**src/rtl/uart_cmd_pkg.sv**
```systemverilog
// Shared types and byte codes for the UART command responder.
package uart_cmd_pkg;

  typedef enum logic [2:0] {
    IDLE  = 3'd0,
    ADDR  = 3'd1,
    WDATA = 3'd2,
    BUS   = 3'd3,
    RESP  = 3'd4
  } state_t;

  localparam logic [7:0] CmdWrite = 8'h57;
  localparam logic [7:0] CmdRead  = 8'h52;
  localparam logic [7:0] RspAck   = 8'h06;
  localparam logic [7:0] RspNak   = 8'h15;

  // True for the two opcodes that start a real frame.
  function automatic logic is_command(input logic [7:0] b);
    return (b == CmdWrite) || (b == CmdRead);
  endfunction

endpackage

```
**src/rtl/uart_cmd_responder.sv**
```systemverilog
// Parses W/R command frames from the UART RX byte stream, performs one access
// on the register bus and returns ACK/NAK (plus read data) over the TX handshake.
// AddrWidth and DataWidth must be multiples of 8; multi-byte fields travel MSB first.
module uart_cmd_responder
  import uart_cmd_pkg::*;
#(
  parameter int AddrWidth         = 16,
  parameter int DataWidth         = 32,
  parameter int ByteTimeoutCycles = 500000,
  parameter int BusTimeoutCycles  = 1024
) (
  input  logic                 clk_i,
  input  logic                 reset_i,
  input  logic [7:0]           rx_data_i,
  input  logic                 rx_valid_i,
  input  logic                 rx_error_i,
  output logic [7:0]           tx_data_o,
  output logic                 tx_valid_o,
  input  logic                 tx_ready_i,
  output logic [AddrWidth-1:0] bus_addr_o,
  output logic [DataWidth-1:0] bus_wdata_o,
  output logic                 bus_we_o,
  output logic                 bus_req_o,
  input  logic [DataWidth-1:0] bus_rdata_i,
  input  logic                 bus_ack_i,
  output logic                 busy_o,
  output logic                 overrun_o
);

  localparam int AddrBytes = AddrWidth / 8;
  localparam int DataBytes = DataWidth / 8;
  localparam int RespW     = DataWidth + 8;

  localparam logic [7:0] AddrLast    = 8'(AddrBytes - 1);
  localparam logic [7:0] DataLast    = 8'(DataBytes - 1);
  localparam logic [7:0] RespReadCnt = 8'(DataBytes + 1);

  localparam int ByteTmrW = $clog2(ByteTimeoutCycles + 1);
  localparam int BusTmrW  = $clog2(BusTimeoutCycles + 1);
  localparam logic [ByteTmrW-1:0] ByteTmrLast = ByteTmrW'(ByteTimeoutCycles - 1);
  localparam logic [BusTmrW-1:0]  BusTmrLast  = BusTmrW'(BusTimeoutCycles - 1);

  state_t state;
  state_t state_next;

  logic [7:0]          byte_cnt;
  logic [ByteTmrW-1:0] byte_timer;
  logic [BusTmrW-1:0]  bus_timer;
  logic [RespW-1:0]    resp_shift;
  logic [7:0]          resp_left;
  logic                is_write;

  logic load_nak;
  logic take_byte;

  assign busy_o    = (state != IDLE);
  assign tx_data_o = resp_shift[RespW-1 -: 8];

  // State register.
  always_ff @(posedge clk_i) begin
    if (reset_i) begin
      state <= IDLE;
    end else begin
      state <= state_next;
    end
  end

  // Next-state decode plus the strobes the datapath needs (NAK load, field byte accepted).
  always_comb begin
    state_next = state;
    load_nak   = 1'b0;
    take_byte  = 1'b0;
    case (state)
      IDLE: begin
        if (rx_valid_i) begin
          if (!rx_error_i && is_command(rx_data_i)) begin
            state_next = ADDR;
          end else begin
            state_next = RESP;
            load_nak   = 1'b1;
          end
        end
      end
      ADDR: begin
        if (rx_valid_i) begin
          if (rx_error_i) begin
            state_next = RESP;
            load_nak   = 1'b1;
          end else begin
            take_byte = 1'b1;
            if (byte_cnt == AddrLast) begin
              state_next = is_write ? WDATA : BUS;
            end
          end
        end else if (byte_timer == ByteTmrLast) begin
          state_next = IDLE;
        end
      end
      WDATA: begin
        if (rx_valid_i) begin
          if (rx_error_i) begin
            state_next = RESP;
            load_nak   = 1'b1;
          end else begin
            take_byte = 1'b1;
            if (byte_cnt == DataLast) begin
              state_next = BUS;
            end
          end
        end else if (byte_timer == ByteTmrLast) begin
          state_next = IDLE;
        end
      end
      BUS: begin
        if (bus_req_o && bus_ack_i) begin
          state_next = RESP;
        end else if (bus_req_o && (bus_timer == BusTmrLast)) begin
          state_next = RESP;
          load_nak   = 1'b1;
        end
      end
      RESP: begin
        if (tx_valid_o && tx_ready_i && (resp_left == 8'd1)) begin
          state_next = IDLE;
        end
      end
      default: begin
        state_next = IDLE;
      end
    endcase
  end

  // Datapath: field shifting, timeout counters, bus request and the response shifter.
  always_ff @(posedge clk_i) begin
    if (reset_i) begin
      byte_cnt    <= '0;
      byte_timer  <= '0;
      bus_timer   <= '0;
      resp_shift  <= '0;
      resp_left   <= '0;
      is_write    <= 1'b0;
      bus_addr_o  <= '0;
      bus_wdata_o <= '0;
      bus_we_o    <= 1'b0;
      bus_req_o   <= 1'b0;
      tx_valid_o  <= 1'b0;
      overrun_o   <= 1'b0;
    end else begin
      overrun_o <= rx_valid_i && ((state == BUS) || (state == RESP));

      if ((state == ADDR) || (state == WDATA)) begin
        if (take_byte) begin
          byte_timer <= '0;
        end else begin
          byte_timer <= byte_timer + ByteTmrW'(1);
        end
      end else begin
        byte_timer <= '0;
      end

      if (take_byte) begin
        byte_cnt <= (state_next != state) ? 8'd0 : byte_cnt + 8'd1;
      end else if (state == IDLE) begin
        byte_cnt <= 8'd0;
      end

      if ((state == IDLE) && rx_valid_i && !rx_error_i) begin
        is_write <= (rx_data_i == CmdWrite);
      end

      if (take_byte && (state == ADDR)) begin
        bus_addr_o <= (bus_addr_o << 8) | AddrWidth'(rx_data_i);
      end
      if (take_byte && (state == WDATA)) begin
        bus_wdata_o <= (bus_wdata_o << 8) | DataWidth'(rx_data_i);
      end

      if (state == BUS) begin
        if (!bus_req_o) begin
          bus_req_o <= 1'b1;
          bus_we_o  <= is_write;
          bus_timer <= '0;
        end else if (bus_ack_i) begin
          bus_req_o <= 1'b0;
          bus_we_o  <= 1'b0;
          if (is_write) begin
            resp_shift <= {RspAck, {DataWidth{1'b0}}};
            resp_left  <= 8'd1;
          end else begin
            resp_shift <= {RspAck, bus_rdata_i};
            resp_left  <= RespReadCnt;
          end
        end else if (bus_timer == BusTmrLast) begin
          bus_req_o <= 1'b0;
          bus_we_o  <= 1'b0;
        end else begin
          bus_timer <= bus_timer + BusTmrW'(1);
        end
      end

      if (load_nak) begin
        resp_shift <= {RspNak, {DataWidth{1'b0}}};
        resp_left  <= 8'd1;
      end

      if (state == RESP) begin
        if (tx_valid_o && tx_ready_i) begin
          tx_valid_o <= 1'b0;
          resp_shift <= {resp_shift[RespW-9:0], 8'h00};
          resp_left  <= resp_left - 8'd1;
        end else if (!tx_valid_o && (resp_left != 8'd0)) begin
          tx_valid_o <= 1'b1;
        end
      end else begin
        tx_valid_o <= 1'b0;
      end
    end
  end

endmodule

```
**config.mk**
```make
export PLATFORM = sky130hd
export DESIGN_NAME = uart_cmd_responder
export DESIGN_NICKNAME = d
export VERILOG_FILES = /design/src/rtl/uart_cmd_pkg.sv /design/src/rtl/uart_cmd_responder.sv
export SDC_FILE = /design/constraint.sdc
export NUM_CORES = 1
export LEC_CHECK = 0
export BUFFER_PORTS_ARGS = -buffer_cell sky130_fd_sc_hd__buf_2
export CORE_UTILIZATION = 55
export DETAILED_ROUTE_END_ITERATION = 8
export PLACE_DENSITY = 0.79
export SLEW_MARGIN = 40
export SYNTH_ARGS = -nofsm -noshare
export SYNTH_HDL_FRONTEND = slang
export SYNTH_SLANG_ARGS = --single-unit
```
**constraint.sdc**
```tcl
create_clock -name clk_i -period 3.8 [get_ports clk_i]
set_clock_uncertainty 0.15 [all_clocks]
set_input_delay 1.14 -clock clk_i [delete_from_list [all_inputs] [get_ports clk_i]]
set_output_delay 1.14 -clock clk_i [all_outputs]
set_load 0.005 [all_outputs]
```
==> flow_metrics.py, run 1 <==
metrics = {
    "clock_tree": {
        "hold_buffers": 0,
        "cts_resized": 0,
        "clock_sinks": 142,
        "cts_tree": "done",
        "post_cts_buffers": 0,
        "cts_max_level": 4,
        "clock_path_buffers": 2,
        "clock_latency_ns": 0.53,
        "clkTransAtPathRegs_ns": 0.06,
        "cts-root-buf": "clkbuf_8",
        "cts_made_buffers": 17,
    },
    "cells_and_area": {
        "nNetsFinal": 843,
        "utilization": 0.6762,
        "drive_gt1_frac": 0.1970,
        "stdcell_area_um2": 6980,
        "num_antenna_cells": 0,
        "area_growth_pct": 19.72,
    },
    "synthesis": {
        "synthMuxAreaShare": 0.001717,
        "synth.distinct_cells": 54,
        "synth-async-reset-ratio": 0,
        "netlist_top_cells_count": "dfxtp_1, nand2_1, nor2_1",
        "yosysMostFrequentCell": "dfxtp_1",
        "synth_xor_area_frac": 0.03605,
        "postSynthNetCount": 756,
        "synth_top_cell_by_area": "dfxtp_1",
        "synth.area.top_cells": "dfxtp_1, nand2_1, a21oi_1",
        "synth_top_family_by_area": "simple AND/OR/NAND/NOR gates",
        "synth_edf_count": 0,
        "yosys_warnings": 0,
        "synth_compound_area_frac": 0.1723,
        "yosys.area_share.adder": 0.01502,
        "syn_inst": 703,
        "ys_seq_area_frac": 0.4876,
        "synth_top_area_share": 0.4876,
        "synth.ff_latch_count": 142,
        "syn_area_um2": 5831,
        "syn_area_per_cell_um2": 8.294,
        "synthSimpleGateAreaFrac": 0.2436,
        "synth_ff_type": "dfxtp_1",
    },
    "drt": {
        "routedWlPerCell_um": 14.51,
        "route.detailed.vias_per_inst": 5.753,
        "drt_pre_antenna_iters": 9,
        "vias": 5396,
        "dr.first_iter.drc_count": 489,
        "wl_um": 13610,
        "drc": 0,
        "postRouteAntennaNets": 0,
    },
    "job": {
        "cap_violations": 0,
    },
    "sta": {
        "max_slew.worst_pin.slew_ns": 0.7301,
        "tns_ns": 0,
        "min_period_ns": 2.907,
        "slew_headroom": 0.5100,
        "fin_ws_ns": 0.8929,
        "fmax_ghz": 0.3440,
        "rsz0062_at_grt": "no",
        "post-route-period-util": 0.7650,
        "hold_viol": 0,
        "final_max_slew_viol_count": 0,
        "setup_violations": 0,
    },
    "grt": {
        "grt_pass1_vias": 5027,
        "overflow": 0,
        "antenna_found_initial": 0,
        "grt_pass1_wl_um": 22590,
        "grt_usage": 0.2531,
        "grt_max_degree": 73,
    },
    "worst_setup_path": {
        "cp_data_required_time_ns": 4.12,
        "cp_data_arrival_time_ns": 3.22,
        "path_class": "input pin to flip-flop",
        "critPathLaunchType": "input pin",
        "endpoint_kind": "flip-flop",
        "worstPathMaxFanout": 8,
    },
    "die": {
        "dieArea_um2": 11020,
        "start_util": 0.5648,
        "die_w_um": 105.0,
        "io_pins": 107,
        "coreArea_um2": 10320,
        "rows": 37,
        "fp.dieH_um": 105.0,
    },
    "pwr": {
        "peakVddDrop_mv": 0.2601,
        "power_density_nw_per_um2": 458.7,
        "power.leakage_nw": 2.676,
    },
    "placement": {
        "portBuffers": 106,
        "dp_hpwl_um": 9087,
        "gp_congestion": 0.8119,
        "dpl_worst_slack_ns": 0.3964,
        "placed_area_um2": 6416,
    },
    "outcome": {
        "status": "finished, final reports clean",
    },
    "hold_path": {
        "holdCritPathClass": "flip-flop to flip-flop",
    },
}
-- through the flow --
step	instances	total power [mW]	hold slack [ns]
after floorplan	703	1.605	0.2675
after CTS	938	3.217	0.3053
final	938	3.202	0.2972
after global placement	907	1.654	0.2785
after detailed placement	907	1.656	0.2914
after global routing	938	3.300	0.3143
-- critical path: stages --
cell and delay, ns:
buf_2 0.11, nor4bb_1 0.51, nand3_1 0.25, a31oi_1 0.34, a21oi_1 0.22, or3_1 0.49, nor2_1 0.15
-- per-layer routing --
layer	wire, um	track usage	share of wire	vias to the layer above
met3	913	0.06425	0.067	20
li1	-	-	-	2627
met1	5804	0.3140	0.43	2560
met2	6701	0.4182	0.49	189
met5	0	0	0	-
met4	193	0.1046	0.014	0
-- registers in the layout, summed over array words and instances (netlist names), 3 cells and up --
| signal | cells |
|---|---|
| bus_addr_o | 16 |
| bus_wdata_o | 32 |
| byte_cnt | 8 |
| state | 3 |
| byte_timer | 19 |
| resp_shift | 40 |
| bus_timer | 11 |
| resp_left | 8 |
-- logic make-up (layout without fill, tap and decap cells) --
group | count (synthesis) | count (layout)
multiplexers | 1 | 1
adder cells (fa/ha/maj) | 7 | 7
XOR/XNOR | 24 | 24
buffers and inverters | 59 | 158
AO/OA/AOI/OAI | 154 | 154
flip-flops | 142 | 142
AND/OR/NAND/NOR | 316 | 316
-- final timing paths --
| kind | from | to | slack [ns] | cells after the start |
|---|---|---|---|---|
| worst min register to register | byte_timer[0]$_SDFF_PP0_ | byte_timer[0]$_SDFF_PP0_ | 0.30 | 1 |
| worst max-delay path | rx_data_i[7] | resp_shift[3]$_SDFF_PP0_ | 0.89 | 7 |
| worst max register to register | bus_timer[0]$_SDFFE_PP0P_ | resp_shift[31]$_SDFF_PP0_ | 0.95 | 9 |
| worst min-delay path | byte_timer[0]$_SDFF_PP0_ | byte_timer[0]$_SDFF_PP0_ | 0.30 | 1 |
-- cell type report --
| type | instances | area (um^2) |
|---|---|---|
| clock buffer | 21 | 449.2 |
| tap | 136 | 170.2 |
| clock inverter | 10 | 115.1 |
| multi-input combinational | 502 | 2745 |
| timing repair buffer | 115 | 613.1 |
| sequential | 142 | 2843 |
| inverter | 12 | 45.04 |
| fill | 828 | 3343 |
-- layout by cell type, fill, tap and decap left out, types with 3 or more instances in the layout --
cell type	n
a211oi_1	8
a21oi_1	75
a222oi_1	24
a22oi_1	14
a31oi_1	6
and3_1	3
buf_2	105
buf_4	9
clkbuf_16	16
clkbuf_8	3
clkinv_2	3
clkinvlp_4	3
dfxtp_1	142
ha_1	7
inv_1	11
nand2_1	124
nand2b_1	8
nand3_1	21
nand4_1	5
nor2_1	92
nor2_2	4
nor2b_1	4
nor3_1	17
nor3b_1	4
o21ai_0	9
o21ai_1	5
or3_1	12
or4_1	4
xnor2_1	9
xor2_1	15
-- power by group --
group          internal (mW)  switching (mW)  total, mW
registers               1.50         0.00875       1.50
logic                 0.0456          0.0760      0.122
clock network          0.962           0.614       1.58
total                   2.50           0.698       3.20
Power figures use the tool's default switching activity.
==> inputs of run 2 (changes only) <==
--- a/config.mk
+++ b/config.mk
@@ -5,10 +5,11 @@
 export SDC_FILE = /design/constraint.sdc
 export NUM_CORES = 1
 export LEC_CHECK = 0
+export ABC_AREA = 1
 export BUFFER_PORTS_ARGS = -buffer_cell sky130_fd_sc_hd__buf_2
-export CORE_UTILIZATION = 55
+export CORE_UTILIZATION = 51
 export DETAILED_ROUTE_END_ITERATION = 8
-export PLACE_DENSITY = 0.79
+export PLACE_DENSITY = 0.76
 export SLEW_MARGIN = 40
 export SYNTH_ARGS = -nofsm -noshare
 export SYNTH_HDL_FRONTEND = slang
==> constraint.sdc (replaced) <==
create_clock -name clk_i -period 2.57 [get_ports clk_i]
set_clock_uncertainty 0.15 [all_clocks]
set_input_delay 0.771 -clock clk_i [delete_from_list [all_inputs] [get_ports clk_i]]
set_output_delay 0.771 -clock clk_i [all_outputs]
set_load 0.005 [all_outputs]
==> flow_metrics.py, run 2 <==
metrics = {
    "outcome": {
        "status": "finished, final reports clean",
    },
    "clock_tree": {
        "hold_buffers": 0,
        "cts-root-buf": "clkbuf_16",
        "clkTransAtPathRegs_ns": 0.06,
        "cts_made_buffers": 17,
        "clock_path_buffers": 2,
        "cts_max_level": 4,
        "post_cts_buffers": 0,
        "clock_latency_ns": 0.42,
        "clock_sinks": 142,
        "cts_resized": 0,
        "cts_tree": "done",
    },
    "worst_setup_path": {
        "endpoint_kind": "output port",
        "path_cells": "inv_2 > nand2_1 > nor2_1 > inv_1 > buf_2",
        "reg2reg_from": "byte_timer[0]$_SDFF_PP0_",
        "crit_path_max_incr_delay_ns": 0.39,
        "worstPathMaxFanout": 8,
        "cp_data_arrival_time_ns": 1.45,
        "critical_path.top_delay_family": "flip-flops",
        "path_buf_inv": 3,
        "ff2ff_setup_slack_ns": 0.49,
        "crit_start": "state[0]$_SDFF_PP0_",
        "critPathLaunchType": "flip-flop",
        "cp_data_required_time_ns": 1.65,
        "slowest_stage": "dfxtp_1",
        "path_class": "flip-flop to output port",
    },
    "synthesis": {
        "ys_seq_area_frac": 0.4375,
        "synth_top_area_share": 0.4375,
        "synth-async-reset-ratio": 0,
        "syn_inst": 906,
        "yosysMostFrequentCell": "nand2_1",
        "synth.ff_latch_count": 142,
        "yosys_warnings": 0,
        "postSynthNetCount": 959,
        "netlist_top_cells_count": "nand2_1, dfxtp_1, nor2_1",
        "synth.distinct_cells": 45,
        "syn_area_per_cell_um2": 7.172,
        "synth_top_cell_by_area": "dfxtp_1",
        "synth_ff_type": "dfxtp_1",
        "syn_area_um2": 6497,
        "synth.area.top_cells": "dfxtp_1, nand2_1, nor2_1",
        "synth_edf_count": 0,
    },
    "cells_and_area": {
        "area_growth_pct": 20.39,
        "largest_reg_flops": 40,
        "largestRegisters": "resp_shift x40, bus_wdata_o x32, byte_timer x19",
        "drive_gt1_frac": 0.1903,
        "final_cell_mix": "nand2_1, dfxtp_1, nor2_1",
        "nNetsFinal": 1054,
        "regMostFlops": "resp_shift",
        "layout_commonest_cell": "nand2_1",
        "num_antenna_cells": 0,
    },
    "placement": {
        "dp_hpwl_um": 10340,
        "dpl_worst_slack_ns": 0.1521,
        "gp_congestion": 0.8562,
        "portBuffers": 106,
    },
    "pwr": {
        "finalPower_mw": 5.113,
        "clock_power_share": 0.524,
        "power.leakage_nw": 3.422,
        "peakVddDrop_mv": 0.4378,
        "power_density_nw_per_um2": 653.6,
        "share_comb_of_total_power": 0.042,
        "cell_internal_pwr_mw": 4.013,
        "seq_power_share": 0.434,
        "switching_share": 0.2150,
        "power.switching_mw": 1.099,
    },
    "drt": {
        "routedWlPerCell_um": 12.85,
        "vias": 6137,
        "route.detailed.vias_per_inst": 5.192,
        "dr.first_iter.drc_count": 384,
        "drt_pre_antenna_iters": 5,
        "wl_um": 15190,
        "postRouteAntennaNets": 0,
        "drc": 0,
    },
    "grt": {
        "grt_pass1_wl_um": 25600,
        "grt_pass1_vias": 5514,
        "grt_usage": 0.2432,
        "antenna_found_initial": 0,
        "overflow": 0,
        "grt_max_degree": 54,
    },
    "die": {
        "rows": 40,
        "coreArea_um2": 12210,
        "dieArea_um2": 13200,
        "io_pins": 107,
        "start_util": 0.5321,
        "die_w_um": 114.9,
        "fp.dieH_um": 114.9,
    },
    "hold_path": {
        "holdCritPathClass": "flip-flop to flip-flop",
        "hold_path_startpoint": "byte_timer[0]$_SDFF_PP0_",
    },
    "sta": {
        "min_period_ns": 2.374,
        "slew_headroom": 0.6297,
        "final_max_slew_viol_count": 0,
        "fin_ws_ns": 0.1955,
        "hold_viol": 0,
        "max_slew.worst_pin.slew_ns": 0.5554,
        "rsz0062_at_grt": "no",
        "fmax_ghz": 0.4211,
        "tns_ns": 0,
        "setup_violations": 0,
        "post-route-period-util": 0.9239,
    },
    "job": {
        "cap_violations": 0,
    },
}
## run 2: cell count changes after synthesis, sizes merged, moves of 8 or more
cell    previous run  this run
o21ai             14        80
nor2              96       149
a31oi              7        27
nand2b             8         0
clkbuf            34        24
a222oi            24         0
xor2              15         6
buf               13        24
nand3             21        67
nand2            125       177
a22oi             14         0
inv               12        83
or3               12         0
a21oi             77        63
## run 2: per-layer routing
metal,share of wire,wire length (um),vias up,track usage
met5,0,0,-,0
met2,0.45,6891,150,0.3775
met4,0.020,301,0,0.09177
met3,0.056,847,23,0.07064
li1,-,-,3159,-
met1,0.47,7147,2805,0.3202
## run 2: final timing paths
| check | cells past startpoint | end |
|---|---|---|
| hold / removal | 1 | byte_timer[0]$_SDFF_PP0_ |
| setup / recovery | 5 | busy_o |
| hold reg to reg | 1 | byte_timer[0]$_SDFF_PP0_ |
| setup reg to reg | 11 | byte_timer[18]$_SDFF_PP0_ |
## run 2: power groups by stage
| stage | sequential (mW) | combinational (mW) | clock [mW] |
|---|---|---|---|
| 2_1_floorplan | 2.27 | 0.128 | 0 |
| 3_3_place_gp | 2.27 | 0.211 | 0 |
| 3_5_place_dp | 2.27 | 0.212 | 0 |
| 4_1_cts | 2.22 | 0.214 | 2.72 |
| 5_1_grt | 2.22 | 0.237 | 2.81 |
| 6_report | 2.22 | 0.214 | 2.68 |
## run 2: logic make-up after synthesis
logic type               share of synthesized area
AND/OR/NAND/NOR                             0.2981
AO/OA/AOI/OAI                               0.1529
flip-flops                                  0.4375
XOR/XNOR                                   0.01078
adder cells (fa/ha/maj)                    0.01348
buffers and inverters                      0.08723
## run 2: area by class of cell
cell class	instances	area (um^2)
inverter	85	319.1
clock inverter	14	215.2
timing repair buffer	124	715.7
tap	168	210.2
multi-input combinational	631	3090
clock buffer	18	429.2
sequential	142	2843
fill	1076	4389
## run 2: worst register-to-register path, cell delays in order (launching register included)
cell and delay, ns:
dfxtp_1 0.35, ha_1 0.21, nand3_2 0.15, nor2_2 0.16
nand3_2 0.10, nor2_4 0.12, nand4_2 0.12, or2_4 0.28
nor2_4 0.12, nand2_2 0.06, o21ai_2 0.11, nor2_1 0.04
## run 2: stage by stage
| stage | instance area (um^2) | cells | hold WS, ns | utilization |
|---|---|---|---|---|
| finish | 7823 | 1182 | 0.2954 | 0.6406 |
| floorplan | 6497 | 906 | 0.2675 | - |
| detailed placement | 7178 | 1150 | 0.2940 | 0.5878 |
| CTS | 7823 | 1182 | 0.3028 | 0.6406 |
| global route | 7823 | 1182 | 0.3247 | 0.6406 |
| global placement | 7178 | 1150 | 0.2817 | 0.5878 |
